===== src/rtl/pipe_elastic.sv =====
// rtl/pipe_elastic.sv - elastic FIFO pipeline stage with registered ready/valid
// Ready and valid are decoded from the registered occupancy only, so neither handshake side sees a combinational path from the other.
module pipe_elastic #(
  parameter int WIDTH = 32,
  parameter int DEPTH = 2,
  parameter int CW    = $clog2(DEPTH + 1)
) (
  input  logic             clk,
  input  logic             rst,
  input  logic             FLUSH,
  input  logic             IN_VALID,
  input  logic [WIDTH-1:0] IN_DATA,
  output logic             IN_READY,
  output logic             OUT_VALID,
  output logic [WIDTH-1:0] OUT_DATA,
  input  logic             OUT_READY,
  output logic [CW-1:0]    COUNT
);

  localparam int            PW   = (DEPTH > 1) ? $clog2(DEPTH) : 1;
  localparam logic [CW-1:0] FULL = CW'(DEPTH);
  localparam logic [PW-1:0] LAST = PW'(DEPTH - 1);

  logic [WIDTH-1:0] mem [DEPTH];
  logic [PW-1:0]    rd_ptr;
  logic [PW-1:0]    wr_ptr;
  logic [CW-1:0]    count;
  logic             push;
  logic             pop;

  // Explicit wrap keeps non-power-of-two depths inside the array.
  function automatic logic [PW-1:0] bump(input logic [PW-1:0] p);
    return (p == LAST) ? '0 : p + PW'(1);
  endfunction

  assign IN_READY  = (count != FULL);
  assign OUT_VALID = (count != '0);
  assign COUNT     = count;
  assign push      = IN_VALID && IN_READY && !FLUSH;
  assign pop       = OUT_VALID && OUT_READY && !FLUSH;
  assign OUT_DATA  = OUT_VALID ? mem[rd_ptr] : '0;

  always_ff @(posedge clk or negedge rst) begin
    if (!rst) begin
      count  <= '0;
      rd_ptr <= '0;
      wr_ptr <= '0;
    end else if (FLUSH) begin
      count  <= '0;
      rd_ptr <= '0;
      wr_ptr <= '0;
    end else begin
      if (push) begin
        wr_ptr <= bump(wr_ptr);
      end
      if (pop) begin
        rd_ptr <= bump(rd_ptr);
      end
      if (push && !pop) begin
        count <= count + CW'(1);
      end else if (pop && !push) begin
        count <= count - CW'(1);
      end
    end
  end

  // Storage is deliberately left out of reset; occupancy alone qualifies it.
  always_ff @(posedge clk) begin
    if (push) begin
      mem[wr_ptr] <= IN_DATA;
    end
  end

endmodule


===== config.mk =====
export PLATFORM = sky130hd
export DESIGN_NAME = pipe_elastic
export DESIGN_NICKNAME = d
export VERILOG_FILES = /design/src/rtl/pipe_elastic.sv
export SDC_FILE = /design/constraint.sdc
export NUM_CORES = 1
export LEC_CHECK = 0
export ABC_AREA = 1
export CELL_PAD_IN_SITES_DETAIL_PLACEMENT = 1
export CELL_PAD_IN_SITES_GLOBAL_PLACEMENT = 2
export CORE_AREA = 5 5 111 71
export CTS_CLUSTER_DIAMETER = 60
export CTS_CLUSTER_SIZE = 12
export DETAILED_ROUTE_END_ITERATION = 8
export DIE_AREA = 0 0 116 76
export DONT_BUFFER_PORTS = 1
export MAX_ROUTING_LAYER = met4
export PLACE_DENSITY = 0.84
export SYNTH_ARGS = -nofsm -noshare
export SYNTH_HDL_FRONTEND = slang
export SYNTH_SLANG_ARGS = --single-unit

===== constraint.sdc =====
create_clock -name clk -period 3.4 [get_ports clk]
set_input_delay 0.68 -clock clk [delete_from_list [all_inputs] [get_ports clk]]
set_output_delay 0.68 -clock clk [all_outputs]
set_load 0.02 [all_outputs]

# ---- Yosys cells after proc, flatten, opt, wreduce, memory -nomap -nowiden
# Memory sizes are Yosys's and may differ from the RTL's.
# Index checks and enable logic that the tools add are counted.
dict set report word_totals {
  input_bits 37
  output_inout_bits 36
  mem_bits_rw 64
  elab_cells 34
  register_bits 4
  n_memories 1
}
dict set report op_classes {
  reduce_logical 13
  n_addsub 4
  eq_ne 1
  mux 12
}
# name words word_bits read_ports rd_ports_with_merged_regs wr line
set mem_list {}
lappend mem_list {mem 2 32 1 0 1 24} ;# logic [WIDTH-1:0] mem [DEPTH];
# operator count
set op_table {}
lappend op_table {{$mux W32} 1}
lappend op_table {{$mux W1} 8}
lappend op_table {{$logic_and A1 B1 Y1} 6}
lappend op_table {{$mux W2} 3}
lappend op_table {{$reduce_bool A2 Y1} 3}
lappend op_table {{$logic_not A1 Y1} 3}
lappend op_table {{$reduce_bool A3 Y1} 1}
lappend op_table {{$add A1 B1 Y1 const B} 2}
lappend op_table {{$add A2 B1 Y2 const B} 1}
lappend op_table {{$ne A2 B2 Y1 const B} 1}
lappend op_table {{$sub A2 B1 Y2 const B} 1}

# ---- Longest topological paths before layout
# Gate-level depths: netlist of run 1.
dict set report logic_depth {
  depth_word 8
  ltp_mapped 9
  ltp_nobuf 9
}

# ---- Worst setup path after synthesis of run 1
# Ideal clock, no wire load.
dict set report synth_timing {
  kind {reg-to-reg}
  startpoint {register count[0], in the netlist COUNT[0]}
  endpoint {memory mem[1][0] (enable)}
  stages_incl_launch_ff 5
  arrival_time_ps 2287
  path_slack_ps 692
  period_less_slack_ps 2708
  path_cell_list {dfrtp_1 inv_2 nand2_1 nand2_1 nor2_1}
}
dict set report synth_between {
  elab_chain_len 5
}
# element line
set synth_rtl {}
lappend synth_rtl {{from (decl)} 27} ;# logic [CW-1:0] count;
lappend synth_rtl {{from (signal assigned)} 60} ;# count <= count + CW'(1);
lappend synth_rtl {{from (signal assigned)} 62} ;# count <= count - CW'(1);
lappend synth_rtl {{$ne A2 B2 Y1} 36} ;# assign IN_READY = (count != FULL);
lappend synth_rtl {{net IN_READY} 13} ;# output logic IN_READY,
lappend synth_rtl {{$logic_and A1 B1 Y1 (2 in series)} 39} ;# assign push = IN_VALID && IN_READY && !FLUSH;
lappend synth_rtl {{$mux W1} 69} ;# if (push) begin
lappend synth_rtl {{$mux W1 (implied by the code)} 70} ;# mem[wr_ptr] <= IN_DATA;
lappend synth_rtl {{to (decl)} 24}
# The timed path passes the listed nets, and every way through them passes these cells.

# ---- Final worst setup path of run 1
dict set report layout_timing {
  startpoint {register count[0], in the netlist COUNT[0]}
  endpoint {output port OUT_DATA[27]}
}
dict set report layout_between {
  elab_chain_len 2
}
# element line
set layout_rtl {}
lappend layout_rtl {{$reduce_bool A2 Y1} 37} ;# assign OUT_VALID = (count != '0);
lappend layout_rtl {{$mux W32} 41} ;# assign OUT_DATA = OUT_VALID ? mem[rd_ptr] : '0;
lappend layout_rtl {{to (decl)} 15} ;# output logic [WIDTH-1:0] OUT_DATA,
# No other way between the ends.

==> results of run 1 <==
==> Yosys cell counts, drive strengths merged <==
library cell	instances	area [um2]
nand2	82	315
a21oi	35	179
nand3	2	15.0
buf	6	30.0
nor2	5	18.8
edfxtp	64	1920
inv	5	18.8
clkinv	2	7.51
dfrtp	4	100
o21ai	1	5.00
clkbuf	4	15.0
o22ai	1	6.26
==> layer usage <==
layer | vias to the layer above | wire length (um) | global-route usage
li1 | 742 | - | -
met1 | 738 | 2210 | 0.152
met2 | 53 | 2590 | 0.201
met3 | 6 | 615 | 0.0722
met4 | 0 | 59 | 0.0487
met5 | - | 0 | -
==> cell families after synthesis <==
group | Yosys count | share of synthesized area
simple gates | 89 | 0.133
flops | 68 | 0.768
compound gates | 37 | 0.0722
buf+inv | 17 | 0.0271
==> power groups by stage <==
stage	clock network, mW	registers, mW	logic, mW
floorplan	0	1.02	0.324
global placement	0	1.02	0.402
detailed placement	0	1.02	0.411
CTS	0.896	1.01	0.413
global route	0.948	1.01	0.442
finish	0.871	1.01	0.401
==> worst max-delay path, cell delays in order, from the launching register on <==
cell	delay, ns
dfrtp_1	0.50
nor2_2	0.68
buf_4	0.34
a21oi_1	0.15
==> worst paths after layout <==
path,to,slack (ns),cells after the start
hold reg to reg,wr_ptr,0.56,1
max in group asynchronous,wr_ptr,3.28,0
min in group clk,mem[1][3],0.45,0
hold / removal,rd_ptr,0.05,0
setup / recovery,OUT_DATA[27],0.73,3
setup reg to reg,mem[0][18],1.19,5
==> sequential cells by signal, indices dropped and copies added, names as in the netlist <==
name and count:
COUNT 2, mem 64, rd_ptr 1, wr_ptr 1
==> cell usage in the layout, fill, tap and decap left out <==
cell	count
nor2_1	2
nand2_1	79
nand3_2	1
inv_1	4
clkinvlp_4	1
a21oi_2	1
clkinv_1	2
nand3_1	1
a21oi_1	34
o21ai_0	1
o22ai_1	1
clkbuf_16	9
nand2_2	3
edfxtp_1	64
clkinv_2	3
nor2_4	2
nor2_2	1
clkbuf_1	2
dfrtp_1	4
inv_2	1
buf_4	5
bufinv_16	1
==> metrics by stage <==
step	total power, mW	cells	util
global route	2.40	313	0.440
CTS	2.32	313	0.440
global placement	1.42	297	0.399
floorplan	1.34	211	-
finish	2.28	313	0.440
detailed placement	1.43	297	0.399
==> cell type report <==
cell class | instances | share of cell area
sequential | 68 | 0.665
multi-input combinational | 126 | 0.183
clock buffer | 11 | 0.0765
tap | 91 | 0.0374
clock inverter | 5 | 0.0173
timing repair buffer | 5 | 0.0123
inverter | 7 | 0.00864
==> metrics, run 1 <==
outcome finished clean; Sink Count 68; Ys Warns 0; Routed WL per cell 17.5 um; post-route cell area 0.00304 mm2; gpl congestion 0.737; max-cap violations 0; RSZ-0062 raised after global routing false; Clock Latency Late Sink 0.32 ns; Power Dens Cells 749 mW/mm2; via-per-instance ratio 4.92; Layout fillers 717; WP data arrival 1.99 ns; Mean Syn Cell Area 12.5 um2; post-synthesis cell count 211; drt pass-1 iters 4; Core Region 0.00691 mm2; Fmax 0.374 GHz; CTS root buffer clkbuf_16; Switching Share 0.293; Slew @ Worst Pin 0.797 ns; multi-input logic area 557 um2; area of the mapped netlist 0.00263 mm2; detailed placement HPWL 3790 um; row count 24; Routed WL 5470 um; GR Overflow Total 0; All-Layer GR Usage 0.134; area growth from synthesis to layout 15.5%; DRT antenna net count 0; Final period util 0.786; FF-to-FF Start COUNT[0]; layout cell share with drive strength beyond 1 0.126; Hold WS 0.0530 ns; Power Internal 1.61 mW; Initial Utilization 0.381; post-cts resize count 0; fin. max-slew vios 0; first-pass GRT wire length 8440 um; Rel. slew slack 0.468; final worst-path setup slack 0.728 ns; Area after DPL 0.00276 mm2; Sequential Power Share 0.442; Req. time, crit path 2.72 ns; Worst-path clk slew 0.05 ns; final setup TNS 0 ns; Clock Skew 0.00599 ns; Register Area 0.00202 mm2; CP max FO 18; I/O Buffers 0; nets 254; Diodes inserted 0; CTS Hold Bufs 0; TritonCTS buffer count 9; die area 0.00882 mm2; Syn Nets 248; Clock Power Share 0.382; vias in the first global route 1643; vias 1539; final setup fails 0; Max clock buf depth 2; largest net degree at the start of global routing 33; worst setup path start COUNT[0]; Die Width 116 um; Period minus WS final 2.67 ns; Die H 76 um; H-tree Lvls 3; sequential share of the synthesized area 0.768; Startpoint Class register; P_sw 0.667 mW; initial antenna violation count 0; critical path type reg2out; flops & latches, synth 68; Post CTS Setup Buffer Count 0; Residual DRC 0; dpl ws 1.01 ns; Iteration-0 DRC Markers 55; Top Ports 73; Worst Hold Class in2async; Final Hold Fails 0; Unique masters post-synth 16; CTS tree done; crit end category primary output; Logic pwr share 0.176; LEAKAGE 1.08 nW; Peak VDD IR 0.338 mV
(Power assumes the default switching activity.)
==> run 2: changes to the inputs <==
--- a/config.mk
+++ b/config.mk
@@ -8,14 +8,14 @@
 export ABC_AREA = 1
 export CELL_PAD_IN_SITES_DETAIL_PLACEMENT = 1
 export CELL_PAD_IN_SITES_GLOBAL_PLACEMENT = 2
-export CORE_AREA = 5 5 111 71
+export CORE_AREA = 5 5 117 75
 export CTS_CLUSTER_DIAMETER = 60
 export CTS_CLUSTER_SIZE = 12
 export DETAILED_ROUTE_END_ITERATION = 8
-export DIE_AREA = 0 0 116 76
+export DIE_AREA = 0 0 122 80
 export DONT_BUFFER_PORTS = 1
 export MAX_ROUTING_LAYER = met4
-export PLACE_DENSITY = 0.84
+export PLACE_DENSITY = 0.8
 export SYNTH_ARGS = -nofsm -noshare
 export SYNTH_HDL_FRONTEND = slang
 export SYNTH_SLANG_ARGS = --single-unit
==> constraint.sdc (replaced) <==
create_clock -name clk -period 2.4 [get_ports clk]
set_input_delay 0.48 -clock clk [delete_from_list [all_inputs] [get_ports clk]]
set_output_delay 0.48 -clock clk [all_outputs]
set_load 0.02 [all_outputs]
==> run 2 against run 1 <==
Net effect: count of clock-buffer cells in the layout shrank 2; die area grew 11%; register-to-register slack lost 0.61 ns; power grew 53%; sequential share of layout area shrank 2.6 points.
==> metrics, run 2 (same netlist as run 1, synthesis figures left out) <==
I/O Buffers 0; outcome finished clean; Worst path slowest cell dfrtp_1; Pwr Total 3.49 mW; LEAKAGE 1.14 nW; most frequent cells in the layout nand2_1, edfxtp_1, a21oi_1, buf_4, clkbuf_16; nets 260; initial antenna violation count 0; Rel. slew slack 0.634; Switching Share 0.280; DRT antenna net count 0; Logic pwr share 0.170; number of flip-flops under the largest register name 64; CTS tree done; All-Layer GR Usage 0.136; gpl congestion 0.790; Top Ports 73; Residual DRC 0; CP max FO 16; crit end category primary output; CTS root buffer clkbuf_16; most common cell after layout, fill and taps aside nand2_1; detailed placement HPWL 4080 um; critical path type reg2out; Iteration-0 DRC Markers 64; Die H 80 um; largest net degree at the start of global routing 19; via-per-instance ratio 4.62; row count 25; CP Cell Sequence nor2_2, buf_4, a21oi_1; Diodes inserted 0; vias in the first global route 1743; first-pass GRT wire length 9430 um; Post CTS Setup Buffer Count 0; Sink Count 68; Die Width 122 um; CP peak stage delay 0.58 ns; TritonCTS buffer count 9; Clock Latency Late Sink 0.32 ns; Layout fillers 797; max-cap violations 0; Max clock buf depth 2; Startpoint Class register; vias 1553; Fmax 0.469 GHz; fin. max-slew vios 0; Final period util 0.887; Clock Skew 0.00343 ns; final setup fails 0; Power Dens Cells 1100 mW/mm2; Final Hold Fails 0; Core Region 0.00760 mm2; WP data arrival 1.65 ns; Worst Hold Class in2reg; Req. time, crit path 1.92 ns; Peak VDD IR 0.496 mV; Routed WL 5740 um; Clock Power Share 0.421; die area 0.00976 mm2; GR Overflow Total 0; Routed WL per cell 17.1 um; Initial Utilization 0.346; Period minus WS final 2.13 ns; Power Internal 2.51 mW; P_sw 0.979 mW; H-tree Lvls 3; Sequential Power Share 0.409; final setup TNS 0 ns; layout cell share with drive strength beyond 1 0.149; Worst-path clk slew 0.05 ns; Biggest register mem; area growth from synthesis to layout 20.2%; RSZ-0062 raised after global routing false; drt pass-1 iters 4; Slew @ Worst Pin 0.551 ns
-- run 2: final timing paths --
kind                                  from            to  slack (ns)  cells past startpoint
worst max-delay path              COUNT[1]  OUT_DATA[17]        0.27                      3
worst min-delay path            IN_DATA[1]     mem[0][1]        0.25                      0
worst max register to register    COUNT[0]    mem[1][29]        0.58                      5
worst min register to register      wr_ptr        wr_ptr        0.57                      1
max in group asynchronous              rst        rd_ptr        1.80                      1
min in group asynchronous              rst      COUNT[0]        0.43                      1
-- run 2: power by group through the flow --
stage / combinational, mW / sequential, mW / clock (mW)
floorplan: 0.461 / 1.44 / 0
global placement: 0.598 / 1.45 / 0
detailed placement: 0.607 / 1.45 / 0
CTS: 0.613 / 1.43 / 1.51
global route: 0.666 / 1.43 / 1.58
finish: 0.594 / 1.43 / 1.47
-- run 2: worst max-delay path: cells and delay by family (launching register included) --
kind | cells | cell delay, ns
simple gates | 1 | 0.08
buf+inv | 1 | 0.21
flops | 1 | 0.58
compound gates | 1 | 0.46
-- run 2: timing repair --
item	CTS	global route
resized for setup	0	0
hold buffers	1	0
endpoints found under the hold margin	4	0
-- run 2: final cells by class --
class | instances | area, um2 | share of cell area
Sequential cell | 68 | 2020 | 0.639
Timing Repair Buffer | 11 | 85.1 | 0.0269
Inverter | 7 | 26.3 | 0.00830
Tap cell | 108 | 135 | 0.0427
Clock inverter | 7 | 115 | 0.0364
Clock buffer | 9 | 225 | 0.0711
Multi-Input combinational cell | 126 | 557 | 0.176
-- run 2: routing by layer --
| metal | global-route usage | vias up | routed length, um |
|---|---|---|---|
| li1 | - | 750 | - |
| met1 | 0.158 | 733 | 2460 |
| met2 | 0.188 | 60 | 2420 |
| met3 | 0.0907 | 10 | 805 |
| met4 | 0.0470 | 0 | 59 |
| met5 | - | - | 0 |
-- run 2: metrics by stage --
stage | std cells | hold WS (ns) | area (um2) | setup WS, ns | util
6_report | 336 | 0.250 | 3170 | 0.270 | 0.416
5_1_grt | 336 | 0.224 | 3170 | 0.149 | 0.416
4_1_cts | 336 | 0.234 | 3170 | 0.230 | 0.416
3_5_place_dp | 319 | 0.185 | 2820 | 0.582 | 0.370
3_3_place_gp | 319 | 0.185 | 2820 | 0.608 | 0.370
2_1_floorplan | 211 | 0.184 | 2640 | 0.210 | -
